<file path="config.mk">
export PLATFORM = sky130hd
export DESIGN_NAME = log2_shared_scheduler
export DESIGN_NICKNAME = d
export VERILOG_FILES = /design/src/rtl/log2_shared_scheduler.sv
export SDC_FILE = /design/constraint.sdc
export NUM_CORES = 1
export LEC_CHECK = 0
export ABC_AREA = 1
export BUFFER_PORTS_ARGS = -buffer_cell sky130_fd_sc_hd__buf_4
export CORE_AREA = 3 3 98 100
export CTS_CLUSTER_SIZE = 14
export DETAILED_ROUTE_END_ITERATION = 10
export DIE_AREA = 0 0 101 103
export PLACE_DENSITY = 0.72
export SLEW_MARGIN = 20
export SYNTH_ARGS = -nofsm -noshare
export SYNTH_HDL_FRONTEND = slang
export SYNTH_SLANG_ARGS = --single-unit
</file>
<file path="constraint.sdc">
create_clock -name clk -period 3.25 [get_ports clk]
set_input_delay 0.8125 -clock clk [delete_from_list [all_inputs] [get_ports clk]]
set_output_delay 0.8125 -clock clk [all_outputs]
set_load 0.1 [all_outputs]
</file>
<file path="src/rtl/log2_shared_scheduler.sv">
// Shares one pipelined log2 core among NUM_REQ requesters.
// Round-robin issue, one outstanding op per requester, tag pipeline routes results back.
module log2_shared_scheduler #(
    parameter int unsigned NUM_REQ     = 4,
    parameter int unsigned LOG_LATENCY = 2,
    parameter int unsigned DIN_W       = 24,
    parameter int unsigned DOUT_W      = 12
) (
    input  logic                       clk,
    input  logic                       reset,
    input  logic [NUM_REQ-1:0]         req_valid,
    input  logic [NUM_REQ*DIN_W-1:0]   req_data,
    output logic [NUM_REQ-1:0]         req_ready,
    output logic [DIN_W-1:0]           log_din,
    input  logic [DOUT_W-1:0]          log_dout,
    output logic [NUM_REQ-1:0]         rsp_valid,
    output logic [DOUT_W-1:0]          rsp_data,
    output logic                       busy
);

    localparam int unsigned IDX_W  = (NUM_REQ > 1) ? $clog2(NUM_REQ) : 1;
    localparam int unsigned STAGES = LOG_LATENCY + 1;

    logic [NUM_REQ-1:0] r_pending;
    logic [IDX_W-1:0]   r_rr_ptr;
    logic [DIN_W-1:0]   r_log_din;
    logic [NUM_REQ-1:0] r_rsp_valid;
    logic [DOUT_W-1:0]  r_rsp_data;
    logic               r_busy;
    logic [STAGES-1:0]  r_tag_vld;
    logic [IDX_W-1:0]   r_tag_idx [STAGES];

    logic [NUM_REQ-1:0] w_eligible;
    logic [NUM_REQ-1:0] w_grant;
    logic [IDX_W-1:0]   w_grant_idx;
    logic [IDX_W-1:0]   w_cand;
    logic               w_found;
    logic               w_accept;
    logic [DIN_W-1:0]   w_sel_data;
    logic               w_rsp_hit;
    logic [NUM_REQ-1:0] w_rsp_onehot;
    logic [NUM_REQ-1:0] w_pending_nxt;

    assign w_eligible = req_valid & ~r_pending;

    // First eligible requester at or after the round-robin pointer
    always_comb begin
        w_grant     = '0;
        w_grant_idx = '0;
        w_cand      = '0;
        w_found     = 1'b0;
        for (int unsigned k = 0; k < NUM_REQ; k++) begin
            w_cand = IDX_W'((32'(r_rr_ptr) + k) % NUM_REQ);
            if (!w_found && w_eligible[w_cand]) begin
                w_found     = 1'b1;
                w_grant_idx = w_cand;
            end
        end
        if (w_found) begin
            w_grant[w_grant_idx] = 1'b1;
        end
    end

    always_comb begin
        w_sel_data = '0;
        for (int unsigned i = 0; i < NUM_REQ; i++) begin
            if (w_grant[i]) begin
                w_sel_data = req_data[i*DIN_W +: DIN_W];
            end
        end
    end

    assign w_accept      = w_found;
    assign w_rsp_hit     = r_tag_vld[LOG_LATENCY];
    assign w_rsp_onehot  = w_rsp_hit ? (NUM_REQ'(1) << r_tag_idx[LOG_LATENCY]) : '0;
    assign w_pending_nxt = (r_pending | w_grant) & ~w_rsp_onehot;

    always_ff @(posedge clk or posedge reset) begin
        if (reset) begin
            r_pending   <= '0;
            r_rr_ptr    <= '0;
            r_log_din   <= '0;
            r_rsp_valid <= '0;
            r_rsp_data  <= '0;
            r_busy      <= 1'b0;
            r_tag_vld   <= '0;
            for (int unsigned s = 0; s < STAGES; s++) begin
                r_tag_idx[s] <= '0;
            end
        end else begin
            r_pending   <= w_pending_nxt;
            r_busy      <= |w_pending_nxt;
            r_rsp_valid <= w_rsp_onehot;
            if (w_rsp_hit) begin
                r_rsp_data <= log_dout;
            end
            if (w_accept) begin
                r_rr_ptr  <= IDX_W'((32'(w_grant_idx) + 32'd1) % NUM_REQ);
                r_log_din <= w_sel_data;
            end
            // Tag shadows the core pipeline so stage LOG_LATENCY lines up with log_dout
            r_tag_vld[0] <= w_accept;
            r_tag_idx[0] <= w_grant_idx;
            for (int unsigned s = 1; s < STAGES; s++) begin
                r_tag_vld[s] <= r_tag_vld[s-1];
                r_tag_idx[s] <= r_tag_idx[s-1];
            end
        end
    end

    assign req_ready = w_grant & {NUM_REQ{~reset}};
    assign log_din   = r_log_din;
    assign rsp_valid = r_rsp_valid;
    assign rsp_data  = r_rsp_data;
    assign busy      = r_busy;

endmodule

</file>
=== Word level (Yosys, flattened, before mapping) ===
Cells that the tools add are included.

* Shift operators: 1
* Add/sub/neg operators: 4
* Reductions and logical operators: 8
* Order comparisons: 6
* Bitwise gates (word level): 7
* Mux-type cells: 24

{| class="wikitable"
|+ Operators by type and width
! kind !! number
|-
| $mux W24 || 4
|-
| $lt A2 B3 Y1 const B || 5
|-
| $and A4 B4 Y4 || 3
|-
| $mux W1 || 9
|-
| $bmux W1 S2 || 4
|-
| $mux W2 || 4
|-
| $mux W4 || 2
|-
| $not A4 Y4 || 2
|-
| $add A2 B1 Y2 const B || 2
|-
| $add A2 B2 Y2 const B || 2
|-
| $logic_and A1 B1 Y1 || 4
|-
| $or A4 B4 Y4 || 1
|-
| $reduce_or A4 Y1 || 1
|-
| $shl A1 B2 Y4 const A || 1
|-
| $logic_not A1 Y1 || 3
|-
| $demux W1 S2 || 1
|-
| $ge A2 B1 Y1 const B || 1
|-
| $not A1 Y1 || 1
|}

* Input bits: 114
* Output and inout port bits: 45
* Word-level logic and storage cells: 60
* Flip-flop bits (word level): 56

=== Longest topological paths before layout ===
Gate-level depths: netlist of the first run.

* Depth in word-level cells: 23
* Mapped depth: 21
* Depth with buffers taken out: 18

=== Worst setup path before layout of the first run ===
Ideal clock, no wire load.

* Path kind: input to output
* Start point: in req_valid[1]
* End point: out req_ready[0]
* Stages: 14
* Path buffers: 2
* Data arrival time: 3.648 ns
* Slack: -1.210 ns
* Data required time: 2.438 ns
* Cell sequence: nand3_1 -> nand3_1 -> nand2_1 -> inv_1 -> nor3_2 -> nor2_1 -> nand2_1 -> o21ai_1 -> inv_1 -> ha_1 -> clkbuf_1 -> clkbuf_1 -> nand2_1 -> nor2_1

* Longest elaborated chain between the ends: 19
* Elaborated cells on any way between the ends: 30
* Those cells by class: order compare: 2; mux: 19; bitwise: 2; reduce/logical: 7

{| class="wikitable"
|+ RTL lines
! what !! line !! RTL
|-
| start, declared || 11 || <nowiki>input logic [NUM_REQ-1:0] req_valid,</nowiki>
|-
| $and A4 B4 Y4 (*) || 44 || <nowiki>assign w_eligible = req_valid & ~r_pending;</nowiki>
|-
| $bmux W1 S2 || 54 || <nowiki>if (!w_found && w_eligible[w_cand]) begin</nowiki>
|-
| $mux W1 (not written as such) || 54 ||
|-
| $mux W1 || 54 ||
|-
| $logic_not A1 Y1 || 54 ||
|-
| $logic_and A1 B1 Y1 || 54 ||
|-
| $mux W1 || 54 ||
|-
| $logic_not A1 Y1 || 54 ||
|-
| [... 4 more ...] || -- ||
|-
| $mux W2 (*) || 54 ||
|-
| net w_grant_idx[0] || 35 || <nowiki>logic [IDX_W-1:0] w_grant_idx;</nowiki>
|-
| $lt A2 B3 Y1 (not written as such) or $ge A2 B1 Y1 (tied branches) || 60 || <nowiki>w_grant[w_grant_idx] = 1'b1;</nowiki>
|-
| $logic_and A1 B1 Y1 (not written as such) || 60 ||
|-
| $mux W1 (not written as such) || 60 ||
|-
| $demux W1 S2 (*) || 60 ||
|-
| $mux W4 (*) || 59 || <nowiki>if (w_found) begin</nowiki>
|-
| $and A4 B4 Y4 (*) || 111 || <nowiki>assign req_ready = w_grant & {NUM_REQ{~reset}};</nowiki>
|-
| end, declared || 13 || <nowiki>output logic [NUM_REQ-1:0] req_ready,</nowiki>
|}

The timed path passes the listed nets; every way through them passes the cells marked *. The select of a mux whose other input is x is not followed.

=== Worst setup path in the final report of the first run ===
* Start point: in req_valid[3]
* End point: out req_ready[3]

Same word-level chain as after synthesis.

==> flow_summary_export.csv, run 1 <==
group,metric,value,unit
floorplan,core,8763,sq um
synthesis,yosysMostFrequentCell,"nand2_1",
setup_path,critPathLaunchType,"input port",
synthesis,synthSimpleGateAreaFrac,44.26,%
synthesis,synth_commonest_cells,"206 x nand2_1, 69 x nand3_1, 64 x inv_1, 56 x dfrtp_1, 51 x nor2_1",
global_routing,antenna_found_initial,0,
cts,clock_tree.root_cell,"clkbuf_8",
floorplan,dieArea,10400,sq um
synthesis,synth.avg_cell_area,6.625,sq um
synthesis,yosysSeqAreaShare,39.69,%
synthesis,ys_types,25,
timing,relSlewSlack,50.14,%
synthesis,synth_xor_xnor_area_share,0,%
routing,dr.first_iter.drc_count,163,
global_routing,grt_max_degree,52,
cells_and_area,multi_input_area,1924,sq um
timing,tightest_slew,0.7468,ns
flow_run,cap_violations,0,
cells_and_area,finalInstanceArea,5336,sq um
floorplan,chipHeight,103,um
timing,finalWorstSetupSlack,-0.05772,ns
synthesis,syn_inst,533,
setup_path,crit_required,2.44,ns
global_routing,grt_pass1_wl,16950,um
timing,period_share,101.8,%
synthesis,synth_top_family_by_area,"simple AND/OR/NAND/NOR gates",
synthesis,synth-compound-area-share,2.622,%
cts,cts_buffers,5,
cts,cts.sink_count,56,
timing,hold_ws,0.3538,ns
floorplan,rows,34,
global_routing,first_global_vias,3665,
synthesis,synth_area_leaders,"dfrtp_1 40%, nand2_1 22%, nand3_1 9.8%, inv_1 6.8%, nor2_1 5.4%",
global_routing,grt_usage,20.25,%
routing,vias_per_cell,4.750,
synthesis,yosysTopAreaCell,"dfrtp_1",
synthesis,mappedNetlistArea,3531,sq um
synthesis,synth_adder_area_share,1.417,%
cts,h-tree-depth,2,
setup_path,arrival,2.50,ns
routing,post_drt_wl_per_cell,13.48,um
routing,drc,0,
place,routabilityCongestion,0.9274,
timing,finalHoldViolCount,0,
synthesis,synth_top_area_share,39.69,%
synthesis,synth_nets,651,
timing,setup_violations,3,
place,post_dp_cell_area,4922,sq um
synthesis,yosys_most_used_dff,"dfrtp_1",
floorplan,io_pins,159,
cts,insertion_delay,0.30,ns
synthesis,synthArstFlopShare,100.0,%
timing,fin_crit,3.308,ns
status,violations,"setup timing",
cells_and_area,seqCellArea,1404,sq um
place,numPortBuffers,158,
timing,max_freq,0.3023,GHz
routing,via_count,3857,
setup_path,path_class,"input port to output port",
timing,rsz0062_at_grt,"yes",
synthesis,synthMuxAreaShare,0,%
cts,clk_pin_slew_worst_paths,0.10,ns
cells_and_area,num-fill-cells,799,
setup_path,end_kind,"output port",
timing,finalClockSkew,0.004001,ns
timing,final_max_slew_viol_count,0,
synthesis,synth_edf_count,0,
synthesis,ys_ff_latch,56,
floorplan,dieWidth,101,um
global_routing,overflow,0,
cells_and_area,antenna_cells,0,
floorplan,start_util,40.29,%
cts,cts_tree,"done",
status,status,"finished with violations",
min_path,hp-class,"flip-flop to flip-flop",
routing,ant_nets,0,
cts,clk_path_buf_depth,2,
cells_and_area,drive_above_1_share,37.07,%
routing,firstDrtPassIters,4,
cells_and_area,nets,821,
place,place_hpwl,8226,um
setup_path,cp_max_fo,5,
routing,routed_wl,10950,um
synthesis,ys_warn_count,0,
cells_and_area,syn_to_final_growth,51.13,%
final cells by class:
type | count | area share [%]
inverter | 68 | 4.924
sequential | 56 | 26.31
multi-input combinational | 379 | 36.06
tap | 108 | 2.532
timing repair buffer | 193 | 28.37
clock inverter | 3 | 0.5158
clock buffer | 5 | 1.290
registers in the layout, indices dropped and copies added (netlist names):
signal	cells
r_rr_ptr	2
rsp_valid	4
rsp_data	12
r_tag_vld	3
r_pending	4
r_tag_idx	6
busy	1
log_din	24
stage by stage:
stage | worst slack, ns | TNS, ns | util, % | cells
6_report | -0.05772 | -0.1485 | 60.89 | 812
4_1_cts | 0.009907 | 0 | 58.85 | 801
3_5_place_dp | -0.1217 | -0.4292 | 56.17 | 786
3_3_place_gp | -0.04769 | -0.09116 | 56.17 | 786
5_1_grt | -0.1822 | -0.5823 | 60.89 | 812
2_1_floorplan | -0.1416 | -0.3552 | - | 533
worst paths after layout:
kind	startpoint	to	slack, ns	cells after the start
worst max-delay path	req_valid[3]	req_ready[3]	-0.06	12
worst min-delay path	r_tag_idx[2]	r_tag_idx[0]	0.35	0
worst max register to register	r_rr_ptr[0]	log_din[6]	0.27	18
worst min register to register	r_tag_idx[2]	r_tag_idx[0]	0.35	0
max in group asynchronous	reset	r_rr_ptr[1]	1.91	3
min in group asynchronous	reset	busy	0.70	2
metal layers:
metal / global-route usage (%) / share of wire, % / routed length (um)
met2: 35.09 / 50 / 5421
met1: 27.04 / 44 / 4830
met5: 0 / 0 / 0
met3: 2.706 / 5.4 / 595
met4: 4.703 / 0.89 / 97
cell families (layout without fill, tap and decap cells):
kind of cell             Yosys count  count (layout)
AND/OR/NAND/NOR                  357             357
AO/OA/AOI/OAI                     18              18
flip-flops                        56              56
adder cells (fa/ha/maj)            4               4
buffers and inverters             98             269
placed cells by master (no fill, tap or decap), types with 5 or more instances in the layout:
| cell type | count |
|---|---|
| nand2_1 | 197 |
| nand3_1 | 56 |
| a21oi_1 | 10 |
| o21ai_0 | 5 |
| clkbuf_8 | 5 |
| nand3_2 | 18 |
| inv_2 | 7 |
| nand4_1 | 13 |
| buf_4 | 185 |
| nor2_1 | 46 |
| dfrtp_1 | 54 |
| nand2_2 | 8 |
| nand3_4 | 5 |
| inv_1 | 59 |
critical path, cell delays in order:
cell and delay (ns):
buf_4 0.13, nand3_4 0.09, nand3_2 0.10, nand2_2 0.11
inv_2 0.06, nor3_4 0.21, o21ai_2 0.11, o21ai_4 0.23
ha_2 0.27, nand2_4 0.07, nor2_4 0.11, buf_12 0.18
repair_timing:
action,4_1_cts,5_1_grt
gates resized for setup,26,20
setup buffers,7,11
pin swaps,8,20
setup endpoints to repair,4,4
hold buffers,0,0
Power of run 1 is left out: the tool's default activity adds up to more than one toggle a clock period on the data nets, which glitch-free logic cannot reach.
==> run 2: changes to the inputs <==
--- a/config.mk
+++ b/config.mk
@@ -11,6 +11,7 @@
 export CTS_CLUSTER_SIZE = 14
 export DETAILED_ROUTE_END_ITERATION = 10
 export DIE_AREA = 0 0 101 103
+export MAX_ROUTING_LAYER = met4
 export PLACE_DENSITY = 0.72
 export SLEW_MARGIN = 20
 export SYNTH_ARGS = -nofsm -noshare
==> flow_summary_export.csv, run 2 (same netlist as run 1, synthesis figures left out) <==
group,metric,value,unit
floorplan,dieArea,10400,sq um
floorplan,chipHeight,103,um
status,violations,"setup timing",
routing,routed_wl,10910,um
cts,cts_buffers,5,
routing,dr.max_layer_used,"met4",
routing,routed-wl-met2,5355,um
floorplan,dieWidth,101,um
setup_path,end_kind,"output port",
cts,clk_path_buf_depth,2,
routing,dr.first_iter.drc_count,154,
setup_path,crit_required,2.44,ns
cells_and_area,syn_to_final_growth,51.13,%
timing,period_share,101.2,%
setup_path,path_class,"input port to output port",
floorplan,io_pins,159,
min_path,hp-start,"r_tag_idx[2]",
global_routing,first_global_vias,3665,
setup_path,arrival,2.48,ns
global_routing,grt_max_degree,52,
floorplan,start_util,40.29,%
flow_run,cap_violations,0,
global_routing,antenna_found_initial,0,
cells_and_area,final_cell_mix,"197 x nand2_1, 185 x buf_4, 59 x inv_1, 56 x nand3_1, 54 x dfrtp_1",
cells_and_area,antenna_cells,0,
min_path,hp-class,"flip-flop to flip-flop",
timing,finalHoldViolCount,0,
cells_and_area,nets,821,
cts,clock_tree.root_cell,"clkbuf_8",
cells_and_area,post-route-util,60.89,%
setup_path,r2r_slack,0.30,ns
routing,ant_nets,0,
timing,rsz0062_at_grt,"yes",
routing,vias_per_cell,4.741,
place,numPortBuffers,158,
cells_and_area,drive_above_1_share,37.07,%
cts,cts.sink_count,56,
place,place_hpwl,8226,um
global_routing,grt_pass1_wl,16930,um
cts,cts_tree,"done",
timing,fin_crit,3.290,ns
floorplan,core,8763,sq um
min_path,hold_path_end,"r_tag_idx[0]",
cells_and_area,final_common_cell,"nand2_1",
setup_path,r2r_start,"r_rr_ptr[0]",
routing,met1Wirelength,4803,um
routing,post_drt_wl_per_cell,13.44,um
setup_path,r2r.worst_path.cells,18,
routing,firstDrtPassIters,4,
floorplan,rows,34,
timing,relSlewSlack,50.10,%
routing,met3_length,604,um
status,status,"finished with violations",
routing,via_count,3850,
timing,max_freq,0.3039,GHz
timing,finalWorstSetupSlack,-0.04027,ns
setup_path,critical-path-slowest-cell,"ha_2",
cts,h-tree-depth,2,
cts,ctsHoldBuffers,0,
setup_path,cp_max_fo,5,
timing,setup_violations,3,
cts,insertion_delay,0.30,ns
setup_path,crit-reg2reg-capture,"log_din[6]",
global_routing,grt_usage,20.83,%
place,routabilityCongestion,0.9438,
timing,finalClockSkew,0.003434,ns
setup_path,crit_chain,"buf_4, nand3_4, nand3_2, nand2_2, inv_2, nor3_4, o21ai_2, o21ai_4, ha_2, nand2_4, nor2_4, buf_12",
timing,final_max_slew_viol_count,0,
global_routing,overflow,0,
routing,drc,0,
timing,tightest_slew,0.7474,ns
cells_and_area,largest_reg_flops,24,
setup_path,critPathLaunchType,"input port",
cts,clk_pin_slew_worst_paths,0.10,ns
setup_path,critPathMaxStageDelay,0.26,ns
min_path,hold_depth,0,
-- run 2: worst max-delay path by stage --
stage | endpoint | slack, ns | depth (start not counted) | startpoint
after CTS | req_ready[3] | 0.01 | 12 | req_valid[3]
after global placement | req_ready[3] | -0.05 | 12 | req_valid[0]
final | req_ready[3] | -0.04 | 12 | req_valid[3]
after floorplan | req_ready[2] | -0.14 | 14 | req_valid[3]
after global routing | req_ready[0] | -0.19 | 13 | r_pending[3]
after detailed placement | req_ready[3] | -0.12 | 12 | req_valid[3]
-- run 2: metrics by stage --
stage,worst slack (ns),hold slack [ns],instance area (sq um),std cells,TNS [ns]
after floorplan,-0.1416,0.3312,3686,533,-0.3552
after global placement,-0.04769,0.3351,4922,786,-0.09116
after detailed placement,-0.1217,0.3371,4922,786,-0.4292
after CTS,0.009907,0.3601,5157,801,0
after global routing,-0.1865,0.3637,5336,812,-0.5794
final,-0.04027,0.3538,5336,812,-0.08891
-- run 2: per-layer routing --
| metal | up-vias | track usage, % |
|---|---|---|
| met5 | - | - |
| met4 | 0 | 5.010 |
| met3 | 15 | 1.894 |
| met2 | 137 | 35.09 |
| met1 | 1719 | 27.30 |
| li1 | 1979 | - |
-- run 2: area by class of cell --
type                       count  area (sq um)
clock inverter                 3         27.53
clock buffer                   5         68.82
inverter                      68         262.8
multi-input combinational    379          1924
tap                          108         135.1
sequential                    56          1404
timing repair buffer         193          1514
fill                         799          3427
-- run 2: timing repair --
action                                  CTS  global route
setup buffers                             7            11
endpoints found under the hold margin     0             0
pin swaps                                 8            21
endpoints found under the setup margin    4             4
resized for setup                        26            20
-- run 2: critical path, delay by kind of cell --
| family | cells | cell delay [ns] |
|---|---|---|
| and+or+nand+nor | 6 | 0.69 |
| buffers and inverters | 3 | 0.37 |
| AOI/OAI and AO/OA | 2 | 0.34 |
| adders and majority gates | 1 | 0.26 |
Power of run 2 is left out for the same reason.
